File: config.mk
export PLATFORM = sky130hd
export DESIGN_NAME = dx_route
export DESIGN_NICKNAME = d
export VERILOG_FILES = /design/src/rtl/dx_pkg.sv /design/src/rtl/dx_slot.sv /design/src/rtl/dx_route.sv
export SDC_FILE = /design/constraint.sdc
export NUM_CORES = 1
export LEC_CHECK = 0
export CORE_ASPECT_RATIO = 0.8
export CORE_MARGIN = 2
export CORE_UTILIZATION = 46
export CTS_CLUSTER_SIZE = 16
export DETAILED_ROUTE_END_ITERATION = 8
export PLACE_DENSITY_LB_ADDON = 0.25
export SLEW_MARGIN = 30
export SYNTH_ARGS = -nofsm -noshare
export SYNTH_HDL_FRONTEND = slang
export SYNTH_HIERARCHICAL = 1
export SYNTH_SLANG_ARGS = --single-unit
File: constraint.sdc
create_clock -name clk -period 2.6 [get_ports clk]
set_input_delay 0.39 -clock clk [delete_from_list [all_inputs] [get_ports clk]]
set_output_delay 0.39 -clock clk [all_outputs]
set_load 0.05 [all_outputs]
File: src/rtl/dx_pkg.sv
// rtl/dx_pkg.sv - shared constants, slot state type and select-width helper for dx_route
//
// Purpose:
//   Default parameter values, counter width, slot state encoding and the
//   select-width function used by dx_route and dx_slot.
// Ports: none (package).

package dx_pkg;

    localparam int DX_WIDTH_DEF = 32;
    localparam int DX_NCH_DEF   = 2;
    localparam int DX_CNT_W     = 16;

    typedef enum logic {
        SLOT_EMPTY = 1'b0,
        SLOT_FULL  = 1'b1
    } dx_slot_state_e;

    // A single channel still needs a one-bit select port, hence the floor of 1.
    function automatic int dx_sel_w(input int n);
        return (n <= 2) ? 1 : $clog2(n);
    endfunction

endpackage

File: src/rtl/dx_slot.sv
// rtl/dx_slot.sv - one-entry output register for a single dx_route channel
//
// Purpose:
//   Holds one word for a consumer. Load, drain and hold are resolved here.
//   Data reads as zero whenever the slot is empty.
//   Optional delivery counter when DX_ROUTE_CNT_EN is defined.
// Ports:
//   clk    in   clock, rising edge
//   rst    in   synchronous active-high reset
//   load   in   an accepted word is routed to this slot this cycle
//   data   in   WIDTH  word to load
//   ready  in   consumer takes the held word
//   valid  out  slot is full
//   q      out  WIDTH  held word, zero when empty
//   cnt    out  DX_CNT_W  saturating count of delivered words (DX_ROUTE_CNT_EN only)

module dx_slot
    import dx_pkg::*;
#(
    parameter int WIDTH = DX_WIDTH_DEF
) (
    input  logic             clk,
    input  logic             rst,
    input  logic             load,
    input  logic [WIDTH-1:0] data,
    input  logic             ready,
    output logic             valid,
    output logic [WIDTH-1:0] q
`ifdef DX_ROUTE_CNT_EN
    ,
    output logic [DX_CNT_W-1:0] cnt
`endif
);

    dx_slot_state_e   state_q, state_d;
    logic [WIDTH-1:0] data_q, data_d;
    logic             drain;

    // The consumer takes the word on any cycle where the slot is full and ready is high.
    assign drain = (state_q == SLOT_FULL) && ready;

    always_ff @(posedge clk) begin
        if (rst) begin
            state_q <= SLOT_EMPTY;
            data_q  <= '0;
        end else begin
            state_q <= state_d;
            data_q  <= data_d;
        end
    end

    always_comb begin
        state_d = state_q;
        data_d  = data_q;
        case (state_q)
            SLOT_EMPTY: begin
                if (load) begin
                    state_d = SLOT_FULL;
                    data_d  = data;
                end
            end
            SLOT_FULL: begin
                // The top only asserts load when full if ready is high as well.
                // A simultaneous drain and load therefore replaces the word in place.
                if (load) begin
                    data_d = data;
                end else if (ready) begin
                    state_d = SLOT_EMPTY;
                    data_d  = '0;
                end
            end
            default: begin
                state_d = SLOT_EMPTY;
                data_d  = '0;
            end
        endcase
    end

    assign valid = (state_q == SLOT_FULL);
    assign q     = data_q;

`ifdef DX_ROUTE_CNT_EN
    always_ff @(posedge clk) begin
        if (rst) begin
            cnt <= '0;
        end else if (drain && (cnt != {DX_CNT_W{1'b1}})) begin
            cnt <= cnt + 1'b1;
        end
    end
`else
    logic unused_drain;
    assign unused_drain = drain;
`endif

endmodule

File: src/rtl/dx_route.sv
// rtl/dx_route.sv - 1:NCH registered demultiplexer with per-channel valid/ready
//
// Purpose:
//   Steers one WIDTH-bit word to the channel named by in_sel. Each channel has
//   a one-entry dx_slot, so backpressure is per channel. Words with an
//   out-of-range select are accepted, dropped, and set a sticky sel_err.
//   Optional macro DX_ROUTE_CNT_EN adds per-channel 16-bit delivery counters
//   on xfer_cnt.
// Ports:
//   clk        in   clock, rising edge
//   rst        in   synchronous active-high reset
//   in_valid   in   source has a word
//   in_ready   out  word accepted this cycle (independent of in_valid)
//   in_data    in   WIDTH  word to route
//   in_sel     in   SEL_W  destination channel
//   out_valid  out  NCH  per-channel full flag
//   out_ready  in   NCH  per-channel consumer ready
//   out_data   out  NCH*WIDTH  channel k at [k*WIDTH +: WIDTH], zero when empty
//   sel_err    out  sticky out-of-range select flag, cleared only by rst
//   xfer_cnt   out  NCH*16  per-channel delivery counters (DX_ROUTE_CNT_EN only)

module dx_route
    import dx_pkg::*;
#(
    parameter  int WIDTH = DX_WIDTH_DEF,
    parameter  int NCH   = DX_NCH_DEF,
    localparam int SEL_W = dx_sel_w(NCH)
) (
    input  logic                 clk,
    input  logic                 rst,
    input  logic                 in_valid,
    output logic                 in_ready,
    input  logic [WIDTH-1:0]     in_data,
    input  logic [SEL_W-1:0]     in_sel,
    output logic [NCH-1:0]       out_valid,
    input  logic [NCH-1:0]       out_ready,
    output logic [NCH*WIDTH-1:0] out_data,
    output logic                 sel_err
`ifdef DX_ROUTE_CNT_EN
    ,
    output logic [NCH*DX_CNT_W-1:0] xfer_cnt
`endif
);

    logic [NCH-1:0] load;
    logic           in_range;

    // Select decode. An out-of-range select matches no channel, which leaves
    // in_ready at its default of 1 so that the word is swallowed.
    always_comb begin
        load     = '0;
        in_ready = 1'b1;
        in_range = 1'b0;
        for (int k = 0; k < NCH; k++) begin
            if (in_sel == SEL_W'(k)) begin
                in_range = 1'b1;
                in_ready = !out_valid[k] || out_ready[k];
                load[k]  = in_valid && (!out_valid[k] || out_ready[k]);
            end
        end
    end

    always_ff @(posedge clk) begin
        if (rst) begin
            sel_err <= 1'b0;
        end else if (in_valid && !in_range) begin
            sel_err <= 1'b1;
        end
    end

    for (genvar g = 0; g < NCH; g++) begin : g_slot
        dx_slot #(
            .WIDTH (WIDTH)
        ) u_slot (
            .clk   (clk),
            .rst   (rst),
            .load  (load[g]),
            .data  (in_data),
            .ready (out_ready[g]),
            .valid (out_valid[g]),
            .q     (out_data[g*WIDTH +: WIDTH])
`ifdef DX_ROUTE_CNT_EN
            ,
            .cnt   (xfer_cnt[g*DX_CNT_W +: DX_CNT_W])
`endif
        );
    end

endmodule

==> metrics, run 1 <==
Max Clock Skew=0.00854 ns; Tcrit/Tclk final=0.743; grt peak-use layer=met2; depth of the worst register-to-register path=5; total die area=6420 um^2; First-pass DRT Iterations=4; CP Buf/Inv Count=1; Leakage Power=1.32 nW; wirelength, routed=6770 um; Worst Path Max Fanout=4; nets=430; final worst path period need=1.93 ns; count of fill cells added during filler insertion=481; cell area after placement=3660 um^2; Resized Gates After CTS=0; via total after detailed routing=2401; total number of yosys warnings=6; type of the tightest min-delay check=register to register; diode count=0; Root Buffer=sky130_fd_sc_hd__clkbuf_8; post-synth net total=340; delay of the slowest critical-path stage=0.82 ns; first-pass GRT wire length=10800 um; FMAX=518 MHz; dominant delay contributor by cell family on the critical path=buffers and inverters; number of failing setup endpoints in the final timing report=0; Initial Util=0.482; share of the core filled with cells in the final layout=0.696; PortBufs=104; post-synthesis area per instance=8.82 um^2; top cell type by total area after synthesis=sky130_fd_sc_hd__dfxtp_1; Num CTS Buffers=9; power density over cell area=619 nW/um^2; top-area cell type share of the netlist area=0.496; worst hold path cell count=2; pins over their slew limit=0; met3 Use GR=0.0967; critical path class=register to primary output; endpoint kind of the worst setup timing path=primary output; highest-count cells in the layout ignoring fill and taps=sky130_fd_sc_hd__clkdlybuf4s50_1, sky130_fd_sc_hd__a21oi_1, sky130_fd_sc_hd__dfxtp_1; maxcap violations=0; via count of the first global-routing pass=2317; pin count of the biggest net entering global routing=66; placeable core region=5530 um^2; post-synth cell types=15; startpoint of the most critical hold path=g_slot[1].u_slot/q[0]; Hold Path End=g_slot[1].u_slot/q[0]; main area contributors after synthesis=sky130_fd_sc_hd__dfxtp_1, sky130_fd_sc_hd__nand3b_1, sky130_fd_sc_hd__a21oi_1; run status=complete, no violations; area added between synthesis and finish=44.4%; DR iter-0 viols=136; Seq/Total Area, Yosys=0.496; Worst Path Arrival=1.54 ns; initial antenna violation count=0; final weighted congestion in routability-driven placement=0.786; Slew @ Worst Pin=0.661 ns; maximum root-to-sink buffer count=2; top-level port count=106; total routing resource utilization after global routing=0.218; most frequent standard cell in the layout excluding fill and tap cells=sky130_fd_sc_hd__clkdlybuf4s50_1; antenna-violating nets left=0; number of placement rows=24; reg-to-reg setup timing slack=1.22 ns; number of buffers inserted by hold repair at cts=0; clk_lat worst skew=0.34 ns; clock tree from TritonCTS=yes; grt ovf=0; GRT met2 Usage=0.354; Worst Hold Slack=0.481 ns; total number of clock tree sinks=66; master of the slowest instance on the critical path=sky130_fd_sc_hd__clkdlybuf4s50_1; via count normalized by instance count=5.05; worst r2r dst=g_slot[0].u_slot/q[9]; final instance area=3850 um^2; H-tree lvl count=3; sequence of cells on the critical path=clkdlybuf4s50_1; Worst Path Required=2.21 ns; Seq cells post-synth=66; die boundary width=89.1 um; launch instance of the worst register-to-register path=g_slot[0].u_slot/valid; estimated wirelength of the detail-placed design=4280 um; setup tns final=0 ns; summed instance area of the synthesized netlist=2660 um^2; Die Y=72.1 um; Synth Instances=302; DRC violations left=0; buffers inserted during post-CTS setup optimization=0; RSZ-0062 raised after global routing=no; clock transition at the register clock pins on the worst setup and hold paths after CTS=0.07 ns; worst ir drop on vdd=413 uV; startpoint kind of the worst setup timing path=register; grt met1 use=0.262; per-cell routed wire length=14.3 um; fraction of layout cells with a size suffix above 1=0.0680; final number of hold-violating endpoints=0; headroom to the max-slew limit=0.558
[synthesized netlist by cell type]
| cell type | number |
|---|---|
| sky130_fd_sc_hd__buf_2 | 12 |
| sky130_fd_sc_hd__nand2_1 | 65 |
| sky130_fd_sc_hd__nor2_1 | 3 |
| sky130_fd_sc_hd__a21oi_1 | 66 |
| sky130_fd_sc_hd__buf_6 | 6 |
| sky130_fd_sc_hd__nand3b_1 | 64 |
| sky130_fd_sc_hd__nor3b_2 | 1 |
| sky130_fd_sc_hd__nor2b_4 | 2 |
| sky130_fd_sc_hd__buf_4 | 9 |
| sky130_fd_sc_hd__clkbuf_1 | 2 |
| sky130_fd_sc_hd__inv_1 | 2 |
| sky130_fd_sc_hd__mux2i_1 | 1 |
| sky130_fd_sc_hd__dfxtp_1 | 66 |
| sky130_fd_sc_hd__nand2_2 | 2 |
| sky130_fd_sc_hd__conb_1 | 1 |
[area by class of cell]
class / count / area (um^2) / area share
clock inverters: 6 / 57.6 / 0.0150
flip-flops and latches: 66 / 1320 / 0.344
clock buffers: 10 / 128 / 0.0332
well taps: 78 / 97.6 / 0.0254
multi-input cells: 205 / 1150 / 0.298
inverters: 2 / 7.51 / 0.00195
repair buffers: 108 / 1090 / 0.283
[through the flow]
step	std cells	worst slack, ns	power (W)
finish	475	0.668	0.00238
global route	475	0.593	0.00248
CTS	475	0.652	0.00240
detailed placement	459	0.669	0.00159
global placement	459	0.742	0.00158
floorplan	302	0.704	0.00141
[logic make-up (layout without fill, tap and decap cells)]
family	count (synthesis)	after routing	share of synthesized area
AND/OR/NAND/NOR	137	137	0.296
multiplexers	1	1	0.00376
flip-flops	66	66	0.496
AO/OA/AOI/OAI	66	66	0.124
buffers and inverters	31	126	0.0789
other	1	1	0.00141
[registers in the layout, indices dropped and copies added (netlist names)]
name / cells
g_slot.u_slot/q: 64
g_slot.u_slot/valid: 2
[tightest hold or removal path: cells and delay by family, from the launching register on]
kind	cells	cell delay (ns)
AO/OA/AOI/OAI	1	0.05
flip-flops	1	0.31
AND/OR/NAND/NOR	1	0.07
[where the power goes]
group | switching, W | internal [W]
Clock | 0.000379 | 0.000436
Combinational | 0.000295 | 0.000187
Sequential | 0.0000260 | 0.00106
[how the worst max path moves through the flow]
stage	cells after the start	startpoint	to	slack, ns
4_1_cts	1	g_slot[0].u_slot/valid	out_valid[0]	0.65
3_3_place_gp	4	out_ready[1]	g_slot[1].u_slot/q[26]	0.74
6_report	1	g_slot[0].u_slot/valid	out_valid[0]	0.67
5_1_grt	1	g_slot[1].u_slot/valid	out_valid[1]	0.59
2_1_floorplan	2	g_slot[1].u_slot/valid	in_ready	0.70
3_5_place_dp	6	out_ready[0]	g_slot[0].u_slot/q[20]	0.67
[layer usage]
metal / part of all wire / up-vias
met5: 0 / -
met2: 0.48 / 81
met1: 0.44 / 1121
met4: 0.012 / 0
li1: - / 1191
met3: 0.076 / 8
No activity file was read; power rests on OpenSTA's default activity.
==> inputs of run 2 (changes only) <==
--- a/config.mk
+++ b/config.mk
@@ -7,7 +7,7 @@
 export LEC_CHECK = 0
 export CORE_ASPECT_RATIO = 0.8
 export CORE_MARGIN = 2
-export CORE_UTILIZATION = 46
+export CORE_UTILIZATION = 43
 export CTS_CLUSTER_SIZE = 16
 export DETAILED_ROUTE_END_ITERATION = 8
 export PLACE_DENSITY_LB_ADDON = 0.25
==> constraint.sdc (replaced) <==
create_clock -name clk -period 1.95 [get_ports clk]
set_input_delay 0.2925 -clock clk [delete_from_list [all_inputs] [get_ports clk]]
set_output_delay 0.2925 -clock clk [all_outputs]
set_load 0.05 [all_outputs]
==> metrics, run 2 (synthesis results as in run 1) <==
total routing resource utilization after global routing=0.210 (-0.00755); top-level port count=106 (unchanged); via count normalized by instance count=5.05 (-0.11%); part of the total power dissipated in the clock network=0.421 (+0.079); master of the slowest instance on the critical path=sky130_fd_sc_hd__clkdlybuf4s50_1; run status=complete, no violations; antenna-violating nets left=0 (unchanged); PortBufs=104 (unchanged); H-tree lvl count=3 (unchanged); Worst Path Required=1.66 ns (-0.55 ns); worst r2r dst=g_slot[0].u_slot/q[31]; Die Y=74.4 um (+3.2%); Hold Path End=g_slot[0].u_slot/valid; buffers inserted during post-CTS setup optimization=0 (unchanged); setup tns final=0 ns (unchanged); part of the total power dissipated in sequential elements=0.398 (-0.057); dominant delay contributor by cell family on the critical path=buffers and inverters; DR iter-0 viols=135 (-0.74%); first-pass GRT wire length=11200 um (+3.6%); maximum root-to-sink buffer count=2 (unchanged); nets=438 (+1.9%); fraction of layout cells with a size suffix above 1=0.0864 (+0.0184); Num CTS Buffers=9 (unchanged); count of fill cells added during filler insertion=499 (+3.7%); FMAX=540 MHz; area added between synthesis and finish=50.8%; First-pass DRT Iterations=5 (+1); GRT met2 Usage=0.348 (-0.00587); Worst Path Max Fanout=4 (unchanged); depth of the worst register-to-register path=5 (unchanged); worst ir drop on vdd=531 uV (+29%); Resized Gates After CTS=0 (unchanged); number of buffers inserted by hold repair at cts=0 (unchanged); delay of the slowest critical-path stage=0.84 ns (+0.02 ns); diode count=0 (unchanged); grt ovf=0 (unchanged); pin count of the biggest net entering global routing=38 (-42%); wirelength, routed=7000 um (+3.5%); startpoint of the most critical hold path=rst; headroom to the max-slew limit=0.635 (+0.0771); startpoint kind of the worst setup timing path=register; grt met1 use=0.261 (-0.00104); die boundary width=92.0 um (+3.3%); grt peak-use layer=met2; number of failing setup endpoints in the final timing report=0 (unchanged); final worst path period need=1.85 ns; estimated wirelength of the detail-placed design=4670 um (+9.2%); DRC violations left=0 (unchanged); Initial Util=0.448 (-0.0339); via count of the first global-routing pass=2365 (+2.1%); number of placement rows=25 (+4.2%); final weighted congestion in routability-driven placement=0.765 (-2.6%); part of the power in combinational logic=0.181 (-0.021); per-cell routed wire length=14.4 um (+1.1%); clock tree from TritonCTS=yes; sequence of cells on the critical path=clkdlybuf4s50_1; CP Buf/Inv Count=1 (unchanged); launch instance of the worst register-to-register path=g_slot[0].u_slot/valid; power density over cell area=905 nW/um^2 (+46%); clk_lat worst skew=0.33 ns (about the same); RSZ-0062 raised after global routing=no; Root Buffer=sky130_fd_sc_hd__clkbuf_8; reg-to-reg setup timing slack=0.62 ns (-0.60 ns); clock transition at the register clock pins on the worst setup and hold paths after CTS=0.07 ns (about the same); Power, Total=0.00364 W (+53%); Leakage Power=1.40 nW (+6.4%); cell-internal power=0.00269 W (+60%); total die area=6840 um^2 (+6.6%); highest-count cells in the layout ignoring fill and taps=sky130_fd_sc_hd__clkdlybuf4s50_1, sky130_fd_sc_hd__a21oi_1, sky130_fd_sc_hd__dfxtp_1; placeable core region=5940 um^2 (+7.6%); pins over their slew limit=0 (unchanged); most frequent standard cell in the layout excluding fill and tap cells=sky130_fd_sc_hd__clkdlybuf4s50_1; final number of hold-violating endpoints=0 (unchanged); Worst Path Arrival=1.56 ns (+0.02 ns); Tcrit/Tclk final=0.950; max reg flops=64 (unchanged); type of the tightest min-delay check=input pin to register; met3 Use GR=0.0679 (-0.0288); Switch Pwr=0.000949 W (+36%); Slew @ Worst Pin=0.547 ns (-0.113 ns); via total after detailed routing=2454 (+2.2%); endpoint kind of the worst setup timing path=primary output; total number of clock tree sinks=66 (unchanged); switch share=0.261 (-0.0329); critical path class=register to primary output; maxcap violations=0 (unchanged); Max Clock Skew=0.00791 ns (-0.000629 ns); worst hold path cell count=2 (unchanged); initial antenna violation count=0 (unchanged)
## run 2: cell count changes in the layout (fill, tap and decap cells not counted), sizes merged
cell,delta
clkinvlp,-1
buf,+8
bufinv,+3
clkbuf,+1
clkinv,-3
## run 2: how the worst max path moves through the flow
stage,start,to,slack [ns],cells after the start
floorplan,g_slot[1].u_slot/valid,in_ready,0.15,2
global placement,out_ready[0],g_slot[0].u_slot/q[16],0.23,6
detailed placement,out_ready[0],g_slot[0].u_slot/q[26],0.19,6
CTS,g_slot[1].u_slot/valid,out_valid[1],0.07,1
global route,g_slot[0].u_slot/valid,out_valid[0],0.04,1
finish,g_slot[1].u_slot/valid,out_valid[1],0.1,1
## run 2: stage by stage
stage | cells | utilization | cell area (um^2) | hold slack, ns | setup slack (ns)
final | 486 | 0.676 | 4020 | 0.429 | 0.0981
after global routing | 486 | 0.676 | 4020 | 0.437 | 0.0390
after CTS | 486 | 0.676 | 4020 | 0.410 | 0.0741
after detailed placement | 470 | 0.631 | 3750 | 0.470 | 0.190
after global placement | 470 | 0.631 | 3750 | 0.465 | 0.228
after floorplan | 302 | - | 2660 | 0.440 | 0.151
## run 2: cell type report
| class | instances | area (um^2) | share of cell area |
|---|---|---|---|
| Multi-Input combinational cell | 205 | 1150 | 0.285 |
| Clock buffer | 11 | 141 | 0.0352 |
| Inverter | 2 | 7.51 | 0.00187 |
| Tap cell | 81 | 101 | 0.0252 |
| Clock inverter | 5 | 125 | 0.0312 |
| Sequential cell | 66 | 1320 | 0.329 |
| Timing Repair Buffer | 116 | 1170 | 0.292 |
## run 2: routing by layer
metal	up-vias	wire length (um)
met2	70	3450
met4	0	46
met5	-	0
met1	1169	3120
li1	1211	-
met3	4	385
## run 2: power groups by stage
stage	logic, W	clock network, W	registers, W
after floorplan	0.000193	0	0.00169
after global placement	0.000653	0	0.00147
after detailed placement	0.000659	0	0.00148
after CTS	0.000663	0.00156	0.00145
after global routing	0.000697	0.00163	0.00145
final	0.000659	0.00153	0.00145
==> inputs of run 3 (changes only) <==
--- a/config.mk
+++ b/config.mk
@@ -5,6 +5,7 @@
 export SDC_FILE = /design/constraint.sdc
 export NUM_CORES = 1
 export LEC_CHECK = 0
+export CAP_MARGIN = 20
 export CORE_ASPECT_RATIO = 0.8
 export CORE_MARGIN = 2
 export CORE_UTILIZATION = 43
@@ -16,3 +17,4 @@
 export SYNTH_HDL_FRONTEND = slang
 export SYNTH_HIERARCHICAL = 1
 export SYNTH_SLANG_ARGS = --single-unit
+export TNS_END_PERCENT = 50
==> results of run 3 <==
The final DEF is identical to that of run 2; final timing and power are the same.
